**src/rtl/window_fetch_ctrl.sv**
```systemverilog
// Fetches one frame word-by-word from memory and unpacks each word into pixels for the window line buffers.
// Optional read-timeout watchdog enabled by defining WAIT_TIMEOUT_EN.
module window_fetch_ctrl #(
   parameter int          W          = 8,
   parameter int          L          = 80,
   parameter int          ROWS       = 16,
   parameter int          FRAME_ROWS = 150,
   parameter logic [20:0] BASE_ADDR  = 21'd0
) (
   input  logic          clk,
   input  logic          reset,
   input  logic          start,
   input  logic [31:0]   user_rd_data,
   input  logic          rd_valid,
   output logic          req,
   output logic          rd_wr,
   output logic [20:0]   user_req_addr,
   output logic          buf_we,
   output logic [W-1:0]  buf_data,
   output logic          window_valid,
   output logic          busy,
   output logic          frame_done,
   output logic          err
);

   localparam int CW = (L > 1) ? $clog2(L) : 1;
   localparam int RW = $clog2(FRAME_ROWS + 1);
   localparam logic [CW-1:0] COL_LAST = CW'(L - 1);
   localparam logic [RW-1:0] ROW_LAST = RW'(FRAME_ROWS - 1);
   localparam logic [RW-1:0] WIN_ROW  = RW'(ROWS - 1);

   typedef enum logic [2:0] {IDLE, REQ, WAIT_DATA, UNPACK, DONE} state_t;

   state_t        state;
   logic [31:0]   word_q;
   logic [1:0]    byte_idx;
   logic [1:0]    nxt_idx;
   logic [CW-1:0] col_cnt;
   logic [RW-1:0] row_cnt;
   logic          last_word;
   logic          emit;
   logic [W-1:0]  pix;
`ifdef WAIT_TIMEOUT_EN
   logic [7:0]    tmo_cnt;
`endif

   // byte_idx names the byte currently on buf_data; the byte after it is emitted next
   assign nxt_idx = byte_idx + 2'd1;
   assign emit    = (state == WAIT_DATA && rd_valid) || (state == UNPACK && byte_idx != 2'd3);
   assign pix     = (state == WAIT_DATA) ? user_rd_data[W-1:0] : word_q[32'(nxt_idx)*W +: W];

   always_ff @(posedge clk) begin
      if (reset) begin
         state         <= IDLE;
         word_q        <= '0;
         byte_idx      <= '0;
         col_cnt       <= '0;
         row_cnt       <= '0;
         last_word     <= 1'b0;
         req           <= 1'b0;
         rd_wr         <= 1'b0;
         user_req_addr <= BASE_ADDR;
         buf_we        <= 1'b0;
         buf_data      <= '0;
         window_valid  <= 1'b0;
         busy          <= 1'b0;
         frame_done    <= 1'b0;
         err           <= 1'b0;
`ifdef WAIT_TIMEOUT_EN
         tmo_cnt       <= '0;
`endif
      end else begin
         req          <= 1'b0;
         rd_wr        <= 1'b0;
         frame_done   <= 1'b0;
         buf_we       <= 1'b0;
         window_valid <= 1'b0;
         if (emit) begin
            buf_we       <= 1'b1;
            buf_data     <= pix;
            window_valid <= (row_cnt >= WIN_ROW);
            if (col_cnt == COL_LAST) begin
               col_cnt <= '0;
               row_cnt <= row_cnt + 1'b1;
            end else begin
               col_cnt <= col_cnt + 1'b1;
            end
         end
         case (state)
            IDLE: if (start) begin
               state <= REQ;
               req   <= 1'b1;
               busy  <= 1'b1;
            end
            REQ: begin
               state <= WAIT_DATA;
`ifdef WAIT_TIMEOUT_EN
               tmo_cnt <= '0;
`endif
            end
            WAIT_DATA: begin
               if (rd_valid) begin
                  word_q   <= user_rd_data;
                  byte_idx <= 2'd0;
                  state    <= UNPACK;
               end
`ifdef WAIT_TIMEOUT_EN
               else if (tmo_cnt == 8'd254) begin
                  err           <= 1'b1;
                  busy          <= 1'b0;
                  state         <= IDLE;
                  col_cnt       <= '0;
                  row_cnt       <= '0;
                  user_req_addr <= BASE_ADDR;
               end else begin
                  tmo_cnt <= tmo_cnt + 8'd1;
               end
`endif
            end
            UNPACK: begin
               // decide frame end while byte 3 is emitted, using its pre-increment position
               if (byte_idx == 2'd2 && row_cnt == ROW_LAST && col_cnt == COL_LAST)
                  last_word <= 1'b1;
               if (byte_idx == 2'd3) begin
                  byte_idx      <= 2'd0;
                  user_req_addr <= user_req_addr + 21'd1;
                  if (last_word) begin
                     state      <= DONE;
                     frame_done <= 1'b1;
                  end else begin
                     state <= REQ;
                     req   <= 1'b1;
                  end
               end else begin
                  byte_idx <= nxt_idx;
               end
            end
            DONE: begin
               state         <= IDLE;
               busy          <= 1'b0;
               col_cnt       <= '0;
               row_cnt       <= '0;
               last_word     <= 1'b0;
               user_req_addr <= BASE_ADDR;
            end
            default: state <= IDLE;
         endcase
      end
   end

endmodule

```
**config.mk**
```make
export PLATFORM = sky130hd
export DESIGN_NAME = window_fetch_ctrl
export DESIGN_NICKNAME = d
export VERILOG_FILES = /design/src/rtl/window_fetch_ctrl.sv
export SDC_FILE = /design/constraint.sdc
export NUM_CORES = 1
export LEC_CHECK = 0
export BUFFER_PORTS_ARGS = -buffer_cell sky130_fd_sc_hd__buf_2
export CORE_MARGIN = 2
export CORE_UTILIZATION = 55
export CTS_CLUSTER_DIAMETER = 120
export CTS_CLUSTER_SIZE = 24
export DETAILED_ROUTE_END_ITERATION = 8
export PLACE_DENSITY = 0.79
export SETUP_SLACK_MARGIN = 0.2
export SLEW_MARGIN = 0
export SYNTH_ARGS = -nofsm -noshare
export SYNTH_HDL_FRONTEND = slang
export SYNTH_SLANG_ARGS = --single-unit
```
**constraint.sdc**
```tcl
create_clock -name clk -period 2.25 [get_ports clk]
set_input_delay 0.1125 -clock clk [delete_from_list [all_inputs] [get_ports clk]]
set_output_delay 0.1125 -clock clk [all_outputs]
set_load 0.03 [all_outputs]
```
---- Word-level counts from Yosys, hierarchy flattened ----
Index checks and enable logic that the tools add are counted.
cells by class
  shifts and indexed selects .............. 1
  bitwise gates (word level) .............. 3
  equal/unequal tests ..................... 13
  reduce and logical (&&, ||, !) cells .... 19
  add/sub/neg operators ................... 4
  order comparisons ....................... 1
  multiplexer cells ....................... 22
operators with widths
  operator                 number
  $pmux W21 S2             1
  $shiftx A32 B6 Y8        1
  $add A21 B1 Y21 const B  1
  $mux W21                 1
  $mux W3                  4
  $pmux W3 S4              1
  $reduce_and A2 Y1        6
  $add A8 B1 Y8 const B    1
  $eq A8 B8 Y1 const B     1
  $ge A8 B4 Y1 const B     1
  $mux W8                  1
  $add A7 B1 Y7 const B    1
  $eq A7 B7 Y1 const B     1
  $mux W1                  7
  $mux W7                  1
  $eq A3 B2 Y1 const B     2
  $ne A2 B2 Y1 const B     3
  $pmux W1 S2              3
  $reduce_bool A2 Y1       3
  $eq A2 B2 Y1 const B     2
  $logic_and A1 B1 Y1      4
  $mux W2                  2
  $ne A2 B1 Y1 const B     2
  $pmux W2 S2              1
  other kinds (9)          12
word-level totals
  word-level logic and storage cells ...... 76
  input port bits ......................... 36
  flip-flop bits (word level) ............. 87
  output and inout port bits .............. 36

---- Logic depth before layout (Yosys ltp) ----
Gate-level depths: netlist of the first run.
  depth after elaboration ................. 5
  depth in mapped cells ................... 7
  gate-level depth less buffers ........... 6

---- Worst setup path before layout of the first run ----
Ideal clock, no wire load.
  path kind ............................... reg-to-reg
  from .................................... register byte_idx[0]
  to ...................................... register buf_data[7]
  required time ........................... 2.116 ns
  stages on the path, launching flop included .. 8
  period minus slack after synthesis ...... 2.058 ns
  setup time .............................. 0.134 ns
  data arrival time ....................... 1.924 ns
  path buffers ............................ 2
  path slack .............................. 0.192 ns
  cell sequence ........................... dfxtp_1 buf_2 inv_1 ha_1 clkbuf_1 mux4_2 o21ai_0 a211oi_1
on the way
  cells in the longest elaborated chain, start to end .. 3
  elaborated cells on any way between the ends .. 6
  those cells by class .................... add/sub (1); eq/ne (1); shift (1); mux (1); reduce/logical (2)
ends and longest elaborated chain
  element                                                   RTL line  text
  from (decl)                                               36        logic [1:0] byte_idx;
  from (signal assigned)                                    135       byte_idx <= nxt_idx;
  $add A2 B1 Y2 or $ne A2 B2 Y1 (tied branches)             48, 49
  $shiftx A32 B6 Y8 or $logic_and A1 B1 Y1 (tied branches)  50, 49
  $mux W8 or $logic_or A1 B1 Y1 (tied branches)             50, 49
  to (signal assigned)                                      80        buf_data <= pix;
  to (decl)                                                 19        output logic [W-1:0] buf_data,
Several ways; a longest one is shown, not always the timed one.
A chain may end at the register's enable or synchronous reset.

---- Worst setup path in the final report of the first run ----
  from .................................... register col_cnt[4]
  to ...................................... register row_cnt[7]
on the way
  cells in the longest elaborated chain, start to end .. 2
ends and longest elaborated chain
  element                      RTL line  text
  from (decl)                  38        logic [CW-1:0] col_cnt;
  from (signal assigned)       86        col_cnt <= col_cnt + 1'b1;
  $eq A7 B7 Y1                 82        if (col_cnt == COL_LAST) begin
  $reduce_and A2 Y1 (no line)  --
  to (signal assigned)         84        row_cnt <= row_cnt + 1'b1;
  to (decl)                    39        logic [RW-1:0] row_cnt;
Every way passes these cells.

==> results of run 1 <==
-- per-stage QoR --
| stage | worst slack, ns | total power (uW) | instances | area [um^2] |
|---|---|---|---|---|
| detailed placement | 0.169 | 1930 | 611 | 4310 |
| finish | 0.240 | 3060 | 649 | 4750 |
| global route | 0.165 | 3160 | 649 | 4750 |
| floorplan | 0.333 | 1830 | 460 | 3860 |
| CTS | 0.205 | 3060 | 646 | 4710 |
| global placement | 0.242 | 1920 | 611 | 4310 |
-- cell usage after synthesis (10+ instances only) --
library cell	n	share of area, %
sky130_fd_sc_hd__nand2_1	87	8.5
sky130_fd_sc_hd__a211oi_1	10	1.9
sky130_fd_sc_hd__a21oi_1	65	8.4
sky130_fd_sc_hd__o31ai_1	11	2.1
sky130_fd_sc_hd__o21ai_0	17	2.2
sky130_fd_sc_hd__or4_1	12	2.3
sky130_fd_sc_hd__clkbuf_1	19	1.8
sky130_fd_sc_hd__nand3_1	13	1.7
sky130_fd_sc_hd__nor2_1	31	3.0
sky130_fd_sc_hd__dfxtp_1	87	45
-- routing by layer --
metal,vias to the layer above,global-route usage [%],wire (um)
li1,1814,-,-
met5,-,0,0
met3,26,5.18,553
met4,0,8.81,209
met1,1754,33.2,4240
met2,145,43.7,4840
-- path summary, 6_finish.rpt --
| path | cells past startpoint | slack [ns] | endpoint | from |
|---|---|---|---|---|
| max | 4 | 0.24 | row_cnt[7] | col_cnt[4] |
| min | 3 | 0.003 | word_q[22] | user_rd_data[22] |
| max reg2reg | 4 | 0.24 | row_cnt[7] | col_cnt[4] |
| min reg2reg | 2 | 0.46 | word_q[30] | word_q[30] |
-- state kept, by name (all words and copies together), names as in the netlist --
name / cells
user_req_addr: 21
state: 3
word_q: 32
col_cnt: 7
row_cnt: 8
buf_data: 8
busy: 1
req: 1
buf_we: 1
frame_done: 1
window_valid: 1
last_word: 1
byte_idx: 2
-- worst register-to-register path, delay by kind of cell, from the launching register on --
| kind | cells | cell delay, ns |
|---|---|---|
| flip-flops | 1 | 0.37 |
| AO/OA/AOI/OAI | 2 | 0.60 |
| AND/OR/NAND/NOR | 2 | 0.97 |
-- cell type report --
class / instances / share of cell area (%)
multi-input cells: 339 / 42.1
flip-flops and latches: 87 / 36.7
repair buffers: 105 / 14.0
clock buffers: 9 / 2.61
well taps: 96 / 2.53
clock inverters: 7 / 1.66
inverters: 6 / 0.474
-- what timing repair did --
item,CTS,global route
resized for setup,1,5
pin swaps,1,1
hold buffers,19,0
endpoints found under the setup margin,8,11
hold endpoints to repair,19,0
setup buffers,0,2
cloned,0,1
-- power by group through the flow --
stage	Clock [uW]	Sequential [uW]	Combinational [uW]
4_1_cts	1140	1610	307
3_5_place_dp	0	1650	279
3_3_place_gp	0	1650	275
5_1_grt	1200	1620	346
2_1_floorplan	0	1660	164
6_report	1130	1610	319
-- cells by family (layout without fill, tap and decap cells) --
| kind of cell | Yosys count | after routing | share of synthesized area [%] |
|---|---|---|---|
| and+or+nand+nor | 194 | 194 | 24.3 |
| buffers and inverters | 35 | 127 | 3.86 |
| xor gates and xnor gates | 13 | 13 | 2.95 |
| AOI/OAI and AO/OA | 115 | 116 | 17.0 |
| muxes | 8 | 8 | 4.67 |
| DFF | 87 | 87 | 45.2 |
| adders and majority gates | 6 | 6 | 1.95 |
| other | 1 | 2 | 0.0972 |
==> out/results.txt, run 1 <==
The run gives 2240 uW as the cell-internal power. Measured along the y axis, the die boundary spans 87.7 um. The startpoint type of the worst setup path was a register.

For this run the aggregate overflow at the end of global routing stands at 0. Timing would allow up to 0.498 GHz. For the final count of pins violating max slew, the log shows 0. Clock-pin slew was measured on the worst setup and hold paths at 0.09 ns.

The library cells used most frequently in the layout, excluding fill and tap cells, are 87 x sky130_fd_sc_hd__nand2_1, 87 x sky130_fd_sc_hd__dfxtp_1, 69 x sky130_fd_sc_hd__buf_2. The cell at the root of the clock tree was sky130_fd_sc_hd__clkbuf_8. The critical path in this run is classified as reg2reg.

The flow ran to the end, and the final reports show no timing, DRC or antenna violations. Counting distinct cell types in the post-synthesis netlist gives 42. Dividing the detail-routed wire length by the instance count gives 15.2 um. Of the total power, registers draw 52.8%.

The HPWL after detailed placement is 6.27 mm. The tools report the number of global-route vias before repair as 3485. The tools report the number of hold violations in the final report as 0. On the worst path, the slowest cell contributes a delay of 0.53 ns.

The share of async-settable or async-resettable flops after synthesis was 0%; the total number of clock tree sinks was 87. The clock network is responsible for 36.8% of the overall power. Row generation in the floorplan step produced 30 rows. Compared with the post-synthesis result, the final layout area differs by 23.2%. Per report_power, the combinational group accounts for 10.4% of the total. Signal arrival time at the worst endpoint: 2.30 ns. Global-route wire length before repair: 15.9 mm. On the final layout, the worst clock skew is 0.0151 ns. The cell area power density is 644 nW/um^2, and the residual DRC count is 0. Depth of the CTS H-tree: 3. The final standard cell utilization of the core is 69.9%. Entering global routing, the biggest net connects 52 pins. Summing every instance area after synthesis gives 3860 um^2. The routability congestion estimate came out at 0.829.

For the first-pass iteration count of the detailed router, the log shows 5. The critical path contains buffers and inverters numbering 0 combined. In the finished design, the share of the clock period the worst path needs comes to 89.3%. The later pin in the worst-skew pair is clocked with a latency of 0.37 ns. The analysis attributes to net switching a power of 822 uW.

The run gives 56.8% as the initial core utilization. After synthesis, the mean cell area works out to 8.40 um^2. The number of antenna diodes in the final layout is 0. At the pin with the least slew margin, the transition time is 0.693 ns. The sort of element at the end of the critical path is a register. The detail route stage leaves a number of antenna-violating nets equal to 0. Measured against its own limit, the worst slew margin works out to 53.3%. Registers take 1740 um^2. The share of the Yosys chip area taken by registers is 45.2%.

In the final layout, the multi-input gates occupy 2000 um^2. TritonCTS built the clock tree. Of the cells placed in the final design, the portion with a size suffix greater than 1 is 21.5%. The tightest min-delay check is of the in2reg type. Setup total negative slack on the finished layout was measured at 0 ns.

Walking the worst path, the cells encountered are or3b_4 -> a2111o_1 -> or4_1 -> a21oi_1. The leakage dissipation is 0.00177 uW, and the highest fanout seen on the critical path is 6. The instance count of the mapped netlist is 459, and the count of vias placed by the detailed router is 3739. The tool flagged a number of max-cap violations equal to 0.

During I/O placement, the number of pins put on the boundary was 72. After filler insertion, the fill cell instance count of the layout stands at 534. Setup violations remaining at the end of the flow were counted as 0. The routed design has 9.84 mm of wire.

Across the VDD grid, the largest voltage drop is 0.376 mV. Across every metal layer, demand over resource in global routing totals 25.9%. Hold is met by 0.00267 ns. Yosys mapped a number of flops with a built-in enable equal to 0.

The tools report the maximum buffer depth of the clock tree as 2. The Yosys step of the flow raised 0 warnings. The synthesized design contains 87 register bits. The number of nets at the end of the flow was 590; the number of buffers added by the clock tree synthesis step was 9. In the synthesized netlist the dominant register cell turns out to be sky130_fd_sc_hd__dfxtp_1. The ratio of routed vias to standard cells was 5.76; the die outline width was 87.7 um. The number of antenna violations at the first check in global routing was 0. Time the worst path needs with I/O delays and setup: 2.01 ns. The proportion of total power due to net switching came out at 26.9%. Setup repair after global routing could not meet its margin everywhere. The cell type group with the largest total delay on the critical path is simple AND/OR/NAND/NOR gates.

The total of buffers placed on input and output ports works out to 69. The die covers 7700 um^2. STA puts the critical path data required time at 2.54 ns.

The DRC marker count from the first detailed-route iteration came out at 364. Cell with the biggest individual delay on the critical path: sky130_fd_sc_hd__or4_1. Placeable core region: 6790 um^2.
(Power assumes the default switching activity.)
==> run 2, diff against run 1 <==
--- a/config.mk
+++ b/config.mk
@@ -6,7 +6,6 @@
 export NUM_CORES = 1
 export LEC_CHECK = 0
 export BUFFER_PORTS_ARGS = -buffer_cell sky130_fd_sc_hd__buf_2
-export CORE_MARGIN = 2
 export CORE_UTILIZATION = 55
 export CTS_CLUSTER_DIAMETER = 120
 export CTS_CLUSTER_SIZE = 24
==> out/results.txt, run 2 (synthesis results as in run 1) <==
The flow ran to the end, and the final reports show no timing, DRC or antenna violations. The most critical setup path has its startpoint at col_cnt[4]. The top cell types in the final layout, fill and taps aside, are 87 x sky130_fd_sc_hd__nand2_1, 84 x sky130_fd_sc_hd__dfxtp_1, 69 x sky130_fd_sc_hd__buf_2. Setup repair after global routing could not meet its margin everywhere. The slack of the worst reg-to-reg path was 0.20 ns (-0.04 ns).

The number of hold violations in the final report came out at 0 (unchanged). STA classifies the critical path startpoint as a register. For the number of routed nets with antenna violations, the log shows 0 (unchanged). The die outline width is 85.7 um (-2.3%). The run gives 0.487 GHz (-2.1%) as the maximum clock frequency. The tools report the global-route wire length before repair as 15.8 mm (-0.52%).

The final standard cell utilization of the core came out at 72.0% (+2.0 points). The routed wire length per instance came out at 14.5 um (-4.1%). Classification of the worst-slack hold path: in2reg. The tools report the endpoint of the worst register-to-register path as row_cnt[3]. The slew at the pin closest to its max-slew limit came out at 0.527 ns (-0.166 ns).

The run gives 0.529 mV (+40%) as the maximum vdd drop. The start point of the worst hold path is user_rd_data[2]. The highest fanout seen on the critical path works out to 7 (+1). The portion of the clock cycle consumed by the worst path in the final layout was 91.3% (+2.0 points). The total of buffers placed on input and output ports came out at 69 (unchanged). The tools report the sum of negative setup slack as 0 ns (unchanged). The tools report the number of standard cells in the final layout excluding fillers as 655 (+0.92%).

The run gives 6.17 mm (-1.6%) as the HPWL after detailed placement. Maximum buffer depth of the clock tree: 2 (unchanged). The total congestion overflow after global routing is 0 (unchanged).

The initial core utilization was 56.8% (unchanged); the placeable core region was 6790 um^2 (unchanged). The data required time of the worst path came out at 2.55 ns (about the same). The count of vias placed by the detailed router is 3724 (-0.40%), and the layout cell share with drive strength beyond 1 is 23.1% (+1.6 points). The full die area is 7350 um^2 (-4.5%), and the signal arrival time at the worst endpoint is 2.35 ns (+0.05 ns). The area added between synthesis and finish is 26.8%. The logs give 0.884 (+6.6%) for the routability congestion estimate and 4 (-1) for the first-pass iteration count of the detailed router. For the total number of clock tree sinks, the log shows 87 (unchanged). The worst setup path is captured at a register. By startpoint and endpoint, the worst setup path is classified as reg2reg.

The run gives 64.7% (+11 points) as the relative max-transition margin. The tree is rooted in a sky130_fd_sc_hd__clkbuf_8. The final worst hold slack was 0.00686 ns (+0.00418 ns); the filler cell count was 521 (-2.4%). The leakage dissipation came out at 0.00183 uW (+3.3%). The cell area power density works out to 673 nW/um^2 (+4.5%). Most flop-heavy register: word_q.

The library cell used most frequently in the layout, excluding fill and tap cells, is sky130_fd_sc_hd__nand2_1. The tools report the global routing usage summed across all routing layers as 27.1% (+1.2 points). For the register area, the log shows 1750 um^2 (+0.36%).

The residual DRC count came out at 0 (unchanged). The number of global-route vias before repair was 3451 (-0.98%); the number of rows created at floorplan was 30 (unchanged). The time the worst path needs with I/O delays and setup works out to 2.05 ns (+0.0440 ns).

Flip-flop count of the largest register, all copies and words added: 32 (unchanged). The path depth of the worst reg2reg path was 4 (unchanged); the height of the die was 85.7 um (-2.3%). The area of combinational cells with multiple inputs is 2010 um^2 (+0.69%), and the clock transition at the register clock pins on the worst setup and hold paths after CTS is 0.09 ns (about the same).

The final count of pins violating max slew was 0 (unchanged). The critical path ends at row_cnt[3]. The number of antenna cells inserted is 0 (unchanged), and the number of buffers added by the clock tree synthesis step is 9 (unchanged). The setup-violating endpoint count in the final report is 0 (unchanged), and the final worst clock skew is 0.0108 ns (-0.00424 ns). In the final layout, the registers with the most flip-flops are word_q: 32 flops, user_req_addr: 21 flops.

The ratio of routed vias to standard cells works out to 5.69 (-1.3%). The number of max-cap violations is 0 (unchanged), and the number of nets at the end of the flow is 596 (+1.0%). The final wirelength was 9.52 mm (-3.2%). The tools report the clock latency on the worst-skew pair as 0.37 ns (about the same). The DRC marker count from the first detailed-route iteration was 200 (-45%); the count of boundary I/O pins was 72 (unchanged). Pin count of the biggest net entering global routing: 52 (unchanged). The launch point of the worst reg-to-reg path is col_cnt[4].

The cell depth of the worst hold path is 3 (unchanged), and the number of antenna violations at the first check in global routing is 0 (unchanged). The run gives 611 (unchanged) as the total instance count after detailed placement. TritonCTS built the clock tree. The depth of the CTS H-tree was 3 (unchanged).
run 2: cell types whose count changed in the layout (fill, tap and decap cells not counted), sizes merged:
cell and change:
bufinv +2, inv -2, clkinv -2, dlygate4sd3 +5
clkbuf +1, clkinvlp +1, buf +2, a2111o -1
run 2: power breakdown:
group	total [uW]	leakage, uW	switching (uW)	internal, uW
registers	1610	0.000706	32.2	1580
logic	318	0.00100	185	133
clock network	1360	0.000123	586	774
total	3290	0.00183	803	2490
run 2: what timing repair did:
item | 4_1_cts | 5_1_grt
buffers inserted | 0 | 4
setup endpoints to repair | 4 | 13
endpoints found under the hold margin | 24 | 0
pin swaps | 1 | 7
hold buffers | 24 | 0
gates resized for setup | 1 | 16
run 2: per-stage QoR:
stage | total power [uW] | area [um^2] | worst slack (ns)
after floorplan | 1830 | 3860 | 0.333
after global placement | 1920 | 4310 | 0.263
after detailed placement | 1920 | 4310 | 0.188
after CTS | 3290 | 4810 | 0.208
after global routing | 3400 | 4890 | 0.120
final | 3290 | 4890 | 0.196
run 2: critical path, stage by stage, from the launching register on:
cell,delay (ns)
sky130_fd_sc_hd__dfxtp_4,0.36
sky130_fd_sc_hd__or3b_4,0.39
sky130_fd_sc_hd__a2111o_1,0.53
sky130_fd_sc_hd__or4_4,0.58
sky130_fd_sc_hd__a21oi_2,0.12
run 2: cell type report:
type / instances / area share, %
flip-flops and latches: 87 / 35.7
repair buffers: 112 / 15.0
well taps: 96 / 2.46
clock inverters: 6 / 2.35
clock buffers: 10 / 2.81
inverters: 6 / 0.461
multi-input cells: 338 / 41.2
run 2: layer usage:
metal,routed length [um],share of wire (%),GRT usage (%),vias to the layer above
li1,-,-,-,1821
met1,4140,43,34.5,1778
met2,4820,51,45.3,108
met3,411,4.3,5.77,17
met4,155,1.6,10.3,0
met5,0,0,0,-
run 2: how the worst min path moves through the flow:
stage               slack (ns)         end
global placement          0.35  word_q[12]
global route             0.004   word_q[5]
finish                   0.007   word_q[2]
detailed placement        0.36  word_q[20]
CTS                      0.001   word_q[2]
floorplan                 0.25   word_q[0]
